--- config.mk ---
export PLATFORM = sky130hd
export DESIGN_NAME = vx_reduce_arb_flat
export DESIGN_NICKNAME = d
export VERILOG_FILES = /design/src/rtl/vx_reduce_arb_if.sv /design/src/rtl/vx_reduce_arb.sv /design/src/flat_wrapper.sv
export SDC_FILE = /design/constraint.sdc
export NUM_CORES = 1
export LEC_CHECK = 0
export ABC_AREA = 1
export BUFFER_PORTS_ARGS = -buffer_cell sky130_fd_sc_hd__buf_2
export CORE_AREA = 4 4 134 136
export CTS_BUF_LIST = sky130_fd_sc_hd__clkbuf_8
export DETAILED_ROUTE_END_ITERATION = 7
export DIE_AREA = 0 0 138 140
export MAX_ROUTING_LAYER = met4
export PLACE_DENSITY = 0.53
export SLEW_MARGIN = 5
export SYNTH_ARGS = -nofsm -noshare
export SYNTH_HDL_FRONTEND = slang
export SYNTH_SLANG_ARGS = --single-unit
--- constraint.sdc ---
create_clock -name clk -period 2.4 [get_ports clk]
set_input_delay 0.48 -clock clk [delete_from_list [all_inputs] [get_ports clk]]
set_output_delay 0.48 -clock clk [all_outputs]
set_load 0.02 [all_outputs]
--- src/rtl/vx_reduce_arb_if.sv ---
// Requester-side and reduce-unit-side signals of the reduce arbiter.
// The arbiter takes the slave modport; the issue/reduce environment drives the master modport.
interface vx_reduce_arb_if #(
  parameter int NUM_REQS  = 4,
  parameter int DATAW     = 64,
  parameter int PID_WIDTH = 1,
  parameter int REQ_BITS  = 2
);
  logic [NUM_REQS-1:0]           req_valid;
  logic [NUM_REQS-1:0]           req_sop;
  logic [NUM_REQS-1:0]           req_eop;
  logic [NUM_REQS*PID_WIDTH-1:0] req_pid;
  logic [NUM_REQS*DATAW-1:0]     req_data;
  logic [NUM_REQS-1:0]           req_ready;
  logic                          out_valid;
  logic                          out_sop;
  logic                          out_eop;
  logic [PID_WIDTH-1:0]          out_pid;
  logic [DATAW-1:0]              out_data;
  logic [REQ_BITS-1:0]           out_sel;
  logic                          out_ready;
  logic                          busy;
  logic                          err;

  modport master (
    output req_valid, req_sop, req_eop, req_pid, req_data, out_ready,
    input  req_ready, out_valid, out_sop, out_eop, out_pid, out_data, out_sel, busy, err
  );

  modport slave (
    input  req_valid, req_sop, req_eop, req_pid, req_data, out_ready,
    output req_ready, out_valid, out_sop, out_eop, out_pid, out_data, out_sel, busy, err
  );
endinterface

--- src/rtl/vx_reduce_arb.sv ---
// Packet-locked round-robin arbiter sharing one reduce execute port; zero-latency mux.
// A granted sop locks the requester until its eop is accepted; out_ready low holds the lock.
module vx_reduce_arb #(
  parameter int NUM_REQS    = 4,
  parameter int DATAW       = 64,
  parameter int NUM_PACKETS = 2,
  parameter int PID_WIDTH   = (NUM_PACKETS > 1) ? $clog2(NUM_PACKETS) : 1,
  parameter int REQ_BITS    = (NUM_REQS > 1) ? $clog2(NUM_REQS) : 1
) (
  input logic            clk,
  input logic            reset,
  vx_reduce_arb_if.slave bus
);
  typedef enum logic {IDLE = 1'b0, LOCKED = 1'b1} state_e;

  localparam logic [PID_WIDTH:0] LAST_CNT = (PID_WIDTH+1)'(NUM_PACKETS - 1);

  state_e                state_q;
  logic [REQ_BITS-1:0]   rr_ptr_q;
  logic [REQ_BITS-1:0]   lock_id_q;
  logic [PID_WIDTH:0]    pkt_cnt_q;
  logic                  err_q;

  logic [REQ_BITS-1:0]   grant;
  logic [REQ_BITS-1:0]   rr_next;
  logic [REQ_BITS-1:0]   idx;
  logic                  eligible;
  logic                  fire;
  logic                  viol;
  logic [NUM_REQS-1:0]   ready_vec;

  // Scanning downward lets the lowest offset from rr_ptr+1 win without a break.
  always_comb begin
    rr_next  = (int'(rr_ptr_q) >= NUM_REQS - 1) ? '0 : rr_ptr_q + 1'b1;
    grant    = rr_next;
    eligible = 1'b0;
    idx      = '0;
    if (state_q == LOCKED) begin
      grant    = lock_id_q;
      eligible = bus.req_valid[lock_id_q];
    end else begin
      for (int k = NUM_REQS - 1; k >= 0; k--) begin
        idx = REQ_BITS'((int'(rr_ptr_q) + 1 + k) % NUM_REQS);
        if (bus.req_valid[idx] && bus.req_sop[idx]) begin
          grant    = idx;
          eligible = 1'b1;
        end
      end
    end
  end

  assign bus.out_valid = eligible && !reset;
  assign bus.out_sel   = reset ? '0 : grant;
  assign bus.out_sop   = bus.req_sop[grant];
  assign bus.out_eop   = bus.req_eop[grant];
  assign bus.out_pid   = bus.req_pid[int'(grant)*PID_WIDTH +: PID_WIDTH];
  assign bus.out_data  = bus.req_data[int'(grant)*DATAW +: DATAW];
  assign bus.busy      = (state_q == LOCKED) && !reset;
  assign bus.err       = err_q;

  assign fire = bus.out_valid && bus.out_ready;

  always_comb begin
    ready_vec = '0;
    if (fire) ready_vec[grant] = 1'b1;
  end
  assign bus.req_ready = ready_vec;

  // Violations: sop disagreeing with state, out-of-order pid, or a packet past the last without eop.
  assign viol = ((state_q == LOCKED) ? bus.out_sop : !bus.out_sop)
             || ({1'b0, bus.out_pid} != pkt_cnt_q)
             || ((state_q == LOCKED) && (pkt_cnt_q == LAST_CNT) && !bus.out_eop);

  always_ff @(posedge clk) begin
    if (reset) begin
      state_q   <= IDLE;
      rr_ptr_q  <= REQ_BITS'(NUM_REQS - 1);
      lock_id_q <= '0;
      pkt_cnt_q <= '0;
      err_q     <= 1'b0;
    end else if (fire) begin
      if (viol) err_q <= 1'b1;
      if (state_q == IDLE) begin
        if (bus.out_eop) begin
          rr_ptr_q <= grant;
        end else begin
          state_q   <= LOCKED;
          lock_id_q <= grant;
          pkt_cnt_q <= (PID_WIDTH+1)'(1);
        end
      end else if (bus.out_eop) begin
        state_q   <= IDLE;
        rr_ptr_q  <= lock_id_q;
        pkt_cnt_q <= '0;
      end else begin
        pkt_cnt_q <= pkt_cnt_q + 1'b1;
      end
    end
  end
endmodule

--- src/flat_wrapper.sv ---
// flat-port wrapper written by rule: the top's interface ports become plain ports
module vx_reduce_arb_flat 
#(
  parameter int NUM_REQS    = 4,
  parameter int DATAW       = 64,
  parameter int NUM_PACKETS = 2,
  parameter int PID_WIDTH   = (NUM_PACKETS > 1) ? $clog2(NUM_PACKETS) : 1,
  parameter int REQ_BITS    = (NUM_REQS > 1) ? $clog2(NUM_REQS) : 1
)
  (clk, reset, bus_req_valid, bus_req_sop, bus_req_eop, bus_req_pid, bus_req_data, bus_out_ready, bus_req_ready, bus_out_valid, bus_out_sop, bus_out_eop, bus_out_pid, bus_out_data, bus_out_sel, bus_busy, bus_err);
  vx_reduce_arb_if #(.NUM_REQS(NUM_REQS), .DATAW(DATAW), .PID_WIDTH(PID_WIDTH), .REQ_BITS(REQ_BITS)) bus_i ();
  input logic clk;
  input logic reset;
  input wire logic [$bits(bus_i.req_valid)-1:0] bus_req_valid;
  input wire logic [$bits(bus_i.req_sop)-1:0] bus_req_sop;
  input wire logic [$bits(bus_i.req_eop)-1:0] bus_req_eop;
  input wire logic [$bits(bus_i.req_pid)-1:0] bus_req_pid;
  input wire logic [$bits(bus_i.req_data)-1:0] bus_req_data;
  input wire logic [$bits(bus_i.out_ready)-1:0] bus_out_ready;
  output wire logic [$bits(bus_i.req_ready)-1:0] bus_req_ready;
  output wire logic [$bits(bus_i.out_valid)-1:0] bus_out_valid;
  output wire logic [$bits(bus_i.out_sop)-1:0] bus_out_sop;
  output wire logic [$bits(bus_i.out_eop)-1:0] bus_out_eop;
  output wire logic [$bits(bus_i.out_pid)-1:0] bus_out_pid;
  output wire logic [$bits(bus_i.out_data)-1:0] bus_out_data;
  output wire logic [$bits(bus_i.out_sel)-1:0] bus_out_sel;
  output wire logic [$bits(bus_i.busy)-1:0] bus_busy;
  output wire logic [$bits(bus_i.err)-1:0] bus_err;
  assign bus_i.req_valid = bus_req_valid;
  assign bus_i.req_sop = bus_req_sop;
  assign bus_i.req_eop = bus_req_eop;
  assign bus_i.req_pid = bus_req_pid;
  assign bus_i.req_data = bus_req_data;
  assign bus_i.out_ready = bus_out_ready;
  assign bus_req_ready = bus_i.req_ready;
  assign bus_out_valid = bus_i.out_valid;
  assign bus_out_sop = bus_i.out_sop;
  assign bus_out_eop = bus_i.out_eop;
  assign bus_out_pid = bus_i.out_pid;
  assign bus_out_data = bus_i.out_data;
  assign bus_out_sel = bus_i.out_sel;
  assign bus_busy = bus_i.busy;
  assign bus_err = bus_i.err;
  vx_reduce_arb #(.NUM_REQS(NUM_REQS), .DATAW(DATAW), .NUM_PACKETS(NUM_PACKETS), .PID_WIDTH(PID_WIDTH), .REQ_BITS(REQ_BITS)) u_core (.clk(clk), .reset(reset), .bus(bus_i));
endmodule
* After elaboration in Yosys (flattened, before gate mapping) *
Index checks and enable logic that the tools add are counted.

word-level totals
  register bits = 8
  bits of input ports = 275

cells by class
  shift operators = 2
  $add $sub $neg = 6
  bitwise logic cells = 2
  mux-type cells = 45
  $lt $le $gt $ge = 8
  reduce and logical (&&, ||, !) cells = 19
  equality and inequality tests = 3

operators by type and width
  kind                                                 count
  variable part select 256 x 9 -> 64 bit               1
  2-to-1 mux 2 bit                                     13
  binary-select mux 1 bit (select 2 bit)               11
  2-to-1 mux 1 bit                                     19
  < comparator 2 x 3 -> 1 bit, second input constant   6
  logical AND 1 bit                                    10
  adder 2 x 1 -> 2 bit, second input constant          4
  AND reduction 2 bit                                  3
  adder 2 bit, second input constant                   2
  2-to-1 mux 4 bit                                     1
  variable part select 4 x 3 -> 1 bit                  1
  logical NOT 1 bit                                    3
  AND reduction 3 bit                                  1
  demux 1 bit (select 2 bit)                           1
  == test 2 x 1 -> 1 bit, second input constant        1
  >= comparator 2 x 1 -> 1 bit, second input constant  1
  >= comparator 2 bit, second input constant           1
  logical OR 1 bit                                     2
  inequality test 1 x 2 -> 1 bit                       1
  inequality test 2 bit, second input constant         1
  inverter 1 bit                                       2

* Longest topological paths before layout *
Gate-level depths: netlist of the first run.

  depth in word-level cells = 17
  mapped depth = 22

* Worst setup path before layout of the first run *
No wires, ideal clock.

  path kind = reg2out
  start point = reg u_core.rr_ptr_q[0]
  end point = out bus_out_data[18]
  setup slack = -296 ps
  stages on the path, launching flop included = 18
  data arrival time = 2216 ps
  cell sequence = dfxtp_1 -> ha_1 -> inv_2 -> nand2_1 -> nand2_2 -> nand3_2 -> nand2_1 -> inv_2 -> nand3_1 -> nand2_2 -> nand3_4 -> nand2_4 -> buf_12 -> nand2_4 -> inv_4 -> buf_2 -> a22oi_1 -> nand3_1

on the way
  word-level cells in the longest chain between the ends = 11
  elaborated cells on any way between the ends = 33

ends and longest elaborated chain
  element                                     RTL line                                  text
  from (decl)                                 vx_reduce_arb.sv:19                       logic [REQ_BITS-1:0] rr_ptr_q;
  from (signal assigned)                      vx_reduce_arb.sv:77                       rr_ptr_q <= REQ_BITS'(NUM_REQS - 1);
  from (signal assigned)                      vx_reduce_arb.sv:85                       rr_ptr_q <= grant;
  from (signal assigned)                      vx_reduce_arb.sv:93                       rr_ptr_q <= lock_id_q;
  adder 2 x 1 -> 2 bit                        vx_reduce_arb.sv:34, vx_reduce_arb.sv:43
  adder 2 x 1 -> 2 bit                        vx_reduce_arb.sv:43                       idx = REQ_BITS'((int'(rr_ptr_q) + 1 + k) % NUM_REQS);
  binary-select mux 1 bit (select 2 bit)      vx_reduce_arb.sv:44                       if (bus.req_valid[idx] && bus.req_sop[idx]) begin
  2-to-1 mux 1 bit (implied by the code)      vx_reduce_arb.sv:44
  logical AND 1 bit                           vx_reduce_arb.sv:44
  2-to-1 mux 2 bit (3 in series)              vx_reduce_arb.sv:44
  2-to-1 mux 2 bit (*)                        vx_reduce_arb.sv:44
  2-to-1 mux 2 bit (*)                        vx_reduce_arb.sv:38                       if (state_q == LOCKED) begin
  variable part select 256 x 9 -> 64 bit (*)  vx_reduce_arb.sv:57                       assign bus.out_data = bus.req_data[int'(grant)*DATAW +: DATAW];
  to (decl)                                   flat_wrapper.sv:25                        output wire logic [$bits(bus_i.out_data)-1:0] bus_out_data;

Mark *: on every way between the ends. The rest lies on a longest branch, timed or not. The select of a mux whose other input is x is not followed.

* Worst setup path in the final report of the first run *
  start point = reg u_core.rr_ptr_q[0]
  end point = out bus_out_data[53]

Same word-level chain as after synthesis.

==> flow_summary.yaml, run 1 <==
status:
  status: "complete, but fails checks"
  violations: "setup timing"
yosys:
  synth-seq-cells: 8
  synth-edff-count: 0
  synth_cell_types: 32
  syn_area_per_cell_um2: 5.76
  synth_ff_type: "dfxtp_1"
  syn-num-nets: 699
  ys_warn_count: 0
  synthCells: 422
  ys_seq_area_frac: 0.0659
  syn_area_um2: 2430
  async_flop_share: 0
detailed_routing:
  dr_wl_met2_um: 8610
  dr_wl_met3_um: 1870
  dr.pass1.iters: 4
  maxUsedRoutingLayer: "met4"
  ant_nets: 0
  vias: 4580
  via_per_inst: 4.43
  drt-met1-wl_um: 7500
  routedWlPerCell_um: 17.6
  dr.first_iter.drc_count: 127
  wirelength_um: 18200
  drc: 0
hold_path:
  holdPathStages: 2
  worstHoldStart: "u_core.bus.err"
  hold_class: "reg -> reg"
  hold_end: "u_core.bus.err"
global_routing:
  grt_max_degree: 34
  antenna_found_initial: 13
  grt_pass1_wl_um: 25800
  track_usage: 0.171
  grt_pass1_vias: 4484
  overflow: 0
flow_run:
  max-cap-violations: 0
timing:
  maxSlewViolCount: 0
  max_freq_mhz: 337
  setup_ws_ns: -0.569
  skew_ns: 0.00166
  setup_viol: 80
  tightest_slew_ns: 0.272
  min_period_ns: 2.97
  rsz0062_at_grt: "yes"
  fin_crit_sh: 1.24
  final-hold-violation-count: 0
  timing.slew.headroom: 0.816
floorplan:
  num_io_pins: 351
  std_cell_rows: 48
  start_util: 0.144
  dieHeight_um: 140
  die_x_um: 138
  fp.coreArea_um2: 16900
  die_area_um2: 19300
clock_tree:
  cts_hold_buf: 0
  clock-sinks: 8
  max-clock-path-buffers: 2
  clkLatencyLatePin_ns: 0.23
  clkTransAtPathRegs_ns: 0.04
  cts_tree: "done"
  cts_root_buf: "clkbuf_8"
  numCtsBuffers: 3
  cts_htree_levels: 1
placement:
  port_buffers: 350
  place_area_um2: 5100
  place_congestion: 0.870
  dp_hpwl_um: 14600
  dp_slack_ns: -0.443
critical_path:
  cp.required_ns: 1.92
  crit_type: "reg -> out"
  cpMostUsedCell: "nand2_2"
  end_kind: "primary output"
  rrSetupSlack_ns: -0.10
  r2r_end: "u_core.rr_ptr_q[1]"
  timing.rr.start: "u_core.rr_ptr_q[0]"
  path_cells: "ha_4 > inv_4 > nand2_2 > nand2_2 > nand3_2 > nand2_2 > nand2_2 > nand2_1 > nand2_1 > nand2_2 > nand3_4 > nand2_4 > buf_6 > nand2_4 > inv_4 > buf_12 > a22oi_1 > nand2_2 > buf_6"
  path_buf_inv: 5
  ff2ff_path_depth: 22
  path_delay_family: "simple AND/OR/NAND/NOR gates"
  crit_fanout: 31
  cp_slowest_cell: "dfxtp_2"
  cp-start-kind: "flip-flop"
  worstPathArrival_ns: 2.49
  slowest_delay_ns: 0.34
layout:
  fillers: 1808
  final_cell_mix: "buf_2, nand2_1, a22oi_2"
  area_growth_pct: 151
  final_util: 0.360
  fin_area_um2: 6100
  drive_gt1_frac: 0.753
  final_common_cell: "buf_2"
  num-nets-final: 1077
[registers in the layout (all words and copies together), names as in the netlist]
signal,count
u_core.bus.err,1
u_core.lock_id_q,2
u_core.pkt_cnt_q,2
u_core.rr_ptr_q,2
u_core.state_q,1
[metal layers]
layer | up-vias | track usage
met5 | - | -
met4 | 0 | 0.0208
met3 | 20 | 0.0669
met2 | 224 | 0.275
met1 | 2064 | 0.209
li1 | 2272 | -
[worst max path at each step]
stage / startpoint / slack (ns) / depth (start not counted) / end
after floorplan: u_core.rr_ptr_q[0] / -0.13 / 17 / bus_out_data[10]
after global placement: u_core.rr_ptr_q[1] / -0.43 / 18 / bus_out_data[8]
after detailed placement: u_core.rr_ptr_q[1] / -0.44 / 18 / bus_out_data[8]
after CTS: u_core.rr_ptr_q[0] / -0.60 / 18 / bus_out_data[42]
after global routing: u_core.rr_ptr_q[0] / -0.72 / 18 / bus_out_data[51]
final: u_core.rr_ptr_q[0] / -0.57 / 19 / bus_out_data[53]
[logic make-up after synthesis]
group / after synthesis / synth area share
and+or+nand+nor: 246 / 0.478
adders and majority gates: 2 / 0.0103
AOI/OAI and AO/OA: 112 / 0.336
DFF: 8 / 0.0659
buffers and inverters: 54 / 0.111
[metrics by stage]
step                setup TNS (ns)  hold slack, ns  std cells
global route                -49.10           0.474       1033
global placement            -23.00           0.449       1010
finish                      -36.47           0.456       1033
CTS                         -39.72           0.457       1018
detailed placement          -23.21           0.451       1010
floorplan                    -7.27           0.457        422
[Yosys cell counts (2+ instances only)]
library cell  count  area (um^2)
a21oi_1           4         20.0
a22oi_1          98          736
buf_2            22          110
buf_4             4         30.0
dfxtp_1           8          160
ha_1              2         25.0
inv_1            21         78.8
inv_2             3         11.3
nand2_1         151          567
nand2_2          10         62.6
nand2_4           3         33.8
nand3_1          47          235
nand3_2           2         20.0
nand3b_1          4         30.0
nor2_1           13         48.8
nor2_2            2         12.5
nor2_4            2         22.5
nor2_8            2         40.0
nor3_1            6         30.0
o21ai_0           3         15.0
o21ai_1           4         20.0
[tightest hold or removal path, stage by stage (launching register included)]
cell and delay, ns:
dfxtp_1 0.30, inv_1 0.06, a21oi_2 0.05
[layout make-up]
class / count / area, um^2 / share of cell area
multi-input combinational: 360 / 2730 / 0.448
inverter: 26 / 108 / 0.0176
antenna: 10 / 25.0 / 0.00410
tap: 225 / 282 / 0.0462
sequential: 8 / 163 / 0.0267
clock buffer: 3 / 41.3 / 0.00677
timing repair buffer: 401 / 2750 / 0.451
[repair_timing]
| item | CTS | global route |
|---|---|---|
| resized for setup | 98 | 111 |
| endpoints found under the hold margin | 0 | 0 |
| pin swaps | 2 | 34 |
| buffers inserted | 3 | 4 |
| gates cloned | 2 | 2 |
| setup endpoints to repair | 80 | 82 |
Power of run 1 is not shown: default switching activity piles up to over one toggle a cycle in this logic, so the estimate is an artifact.
==> run 2: changes to the inputs <==
Settings changed: ABC_AREA 1 to default, HOLD_SLACK_MARGIN from default to 0.15, PLACE_DENSITY 0.53 to 0.56.
==> flow_summary.yaml, run 2 <==
status:
  status: "complete, but fails checks"
  violations: "setup timing"
floorplan:
  die_area_um2: 19300
  start_util: 0.169
  fp.coreArea_um2: 16900
  num_io_pins: 351
  dieHeight_um: 140
  die_x_um: 138
  std_cell_rows: 48
timing:
  setup-tns-final_ns: -41.90
  final-hold-violation-count: 0
  min_period_ns: 3.03
  timing.slew.headroom: 0.682
  holdWs_ns: 0.480
  fin_crit_sh: 1.26
  rsz0062_at_grt: "yes"
  tightest_slew_ns: 0.472
  skew_ns: 0.00450
  setup_viol: 81
  maxSlewViolCount: 0
  setup_ws_ns: -0.634
  max_freq_mhz: 330
placement:
  place_congestion: 0.877
  port_buffers: 350
  placedCellCount: 997
  dp_slack_ns: -0.465
  dp_hpwl_um: 12400
  place_area_um2: 5720
yosys:
  synth-edff-count: 0
  yosysTopAreaCell: "mux2i_1"
  post-synth-top-area-fraction: 0.259
  synth.most_common_cell: "mux2i_1"
  synthCells: 399
  synth_ff_type: "dfxtp_1"
  syn_area_per_cell_um2: 7.16
  async_flop_share: 0
  ys_warn_count: 0
  ys_top_cells_by_area: "mux2i_1, a211oi_1, and3_1"
  syn_area_um2: 2860
  ys_top_cells_by_count: "mux2i_1, a21oi_1, a211oi_1"
  synth_cell_types: 41
  ys_seq_area_frac: 0.0561
  synth-seq-cells: 8
  syn-num-nets: 676
pwr:
  p_leak_nw: 3.62
  p_per_area_nw_per_um2: 643
  design_power_total_mw: 4.98
  peakVddDrop_v: 0.000289
clock_tree:
  clkTransAtPathRegs_ns: 0.04
  cts_htree_levels: 1
  clock-sinks: 8
  cts_tree: "done"
  cts_hold_buf: 0
  cts_root_buf: "clkbuf_8"
  clkLatencyLatePin_ns: 0.23
  numCtsBuffers: 3
  max-clock-path-buffers: 2
global_routing:
  overflow: 0
  antenna_found_initial: 0
  grt_pass1_vias: 5117
  grt_pass1_wl_um: 26600
  grt_max_degree: 35
  track_usage: 0.168
layout:
  area_growth_pct: 171
  reg_top3: "u_core.lock_id_q: 2 flops, u_core.pkt_cnt_q: 2 flops, u_core.rr_ptr_q: 2 flops"
  final_common_cell: "buf_2"
  final_util: 0.457
  final_cell_mix: "buf_2, buf_4, a21oi_2"
  num-nets-final: 1104
  fin_area_um2: 7750
  stdcell_count: 1051
  diodes: 0
  drive_gt1_frac: 0.824
detailed_routing:
  dr.first_iter.drc_count: 166
  wirelength_um: 19800
  vias: 5088
  ant_nets: 0
  dr.pass1.iters: 4
  drc: 0
  routedWlPerCell_um: 18.8
  via_per_inst: 4.84
critical_path:
  cp.required_ns: 1.92
  crit_fanout: 8
  path_cells: "ha_4 > nand3b_1 > a221oi_4 > nand3_4 > buf_6 > nand2_8 > clkbuf_16 > mux2i_2 > a21oi_2 > buf_2"
  cp_slowest_cell: "dfxtp_2"
  slowest_delay_ns: 0.33
  crit_type: "reg -> out"
  cp-start-kind: "flip-flop"
  end_kind: "primary output"
  worstPathArrival_ns: 2.55
flow_run:
  max-cap-violations: 0
hold_path:
  hold_class: "reg -> reg"
## run 2: cell types whose count changed in the layout (fill, tap and decap cells not counted), moves of 51 or more
cell and delta:
a211oi_2 +51, a21oi_2 +59, a22oi_2 -76, and3_1 +59, nand2_1 -98, nand2_2 -53
## run 2: kinds of logic (layout without fill, tap and decap cells)
family / after synthesis / count (layout) / share of synthesized area
AOI/OAI and AO/OA: 158 / 158 / 0.370
and+or+nand+nor: 101 / 102 / 0.207
muxes: 78 / 78 / 0.280
buffers and inverters: 52 / 478 / 0.0776
DFF: 8 / 8 / 0.0561
adders and majority gates: 2 / 2 / 0.00876
## run 2: final timing paths
path / slack (ns) / depth (start not counted) / to / from
worst min register to register: 0.48 / 2 / u_core.lock_id_q[1] / u_core.lock_id_q[1]
worst max register to register: -0.45 / 13 / u_core.pkt_cnt_q[1] / u_core.rr_ptr_q[0]
worst max-delay path: -0.63 / 10 / bus_out_data[46] / u_core.rr_ptr_q[1]
worst min-delay path: 0.48 / 2 / u_core.lock_id_q[1] / u_core.lock_id_q[1]
## run 2: area by class of cell
cell class | count | area (um^2)
fill | 1605 | 9190
multi-input combinational | 340 | 3700
timing repair buffer | 468 | 3530
tap | 225 | 282
sequential | 8 | 165
clock buffer | 3 | 41.3
inverter | 6 | 30.0
clock inverter | 1 | 3.75
## run 2: what timing repair did
item | in CTS | in global routing
setup buffers | 12 | 22
gates cloned | 8 | 10
setup endpoints to repair | 80 | 81
gates resized for setup | 121 | 166
pin swaps | 16 | 26
## run 2: per-layer routing
metal | GRT usage | vias to the layer above | part of all wire
met1 | 0.207 | 2424 | 0.40
met5 | - | - | 0
met2 | 0.301 | 216 | 0.53
li1 | - | 2430 | -
met3 | 0.0229 | 18 | 0.061
met4 | 0.0198 | 0 | 0.0097
## run 2: worst max-delay path: cells and delay by family, from the launching register on
family                   cells  cell delay (ns)
AND/OR/NAND/NOR              3             0.51
flip-flops                   1             0.33
buffers and inverters        3             0.53
adder cells (fa/ha/maj)      1             0.24
multiplexers                 1             0.28
AO/OA/AOI/OAI                2             0.43
## run 2: power by group
part | leakage [nW] | total, mW | switching [mW] | internal [mW]
sequential | 0.0647 | 0.155 | 0.0109 | 0.144
clock | 0.0269 | 0.166 | 0.0548 | 0.111
combinational | 3.53 | 4.66 | 2.27 | 2.39
total | 3.62 | 4.98 | 2.33 | 2.65
(Power assumes the default switching activity.)
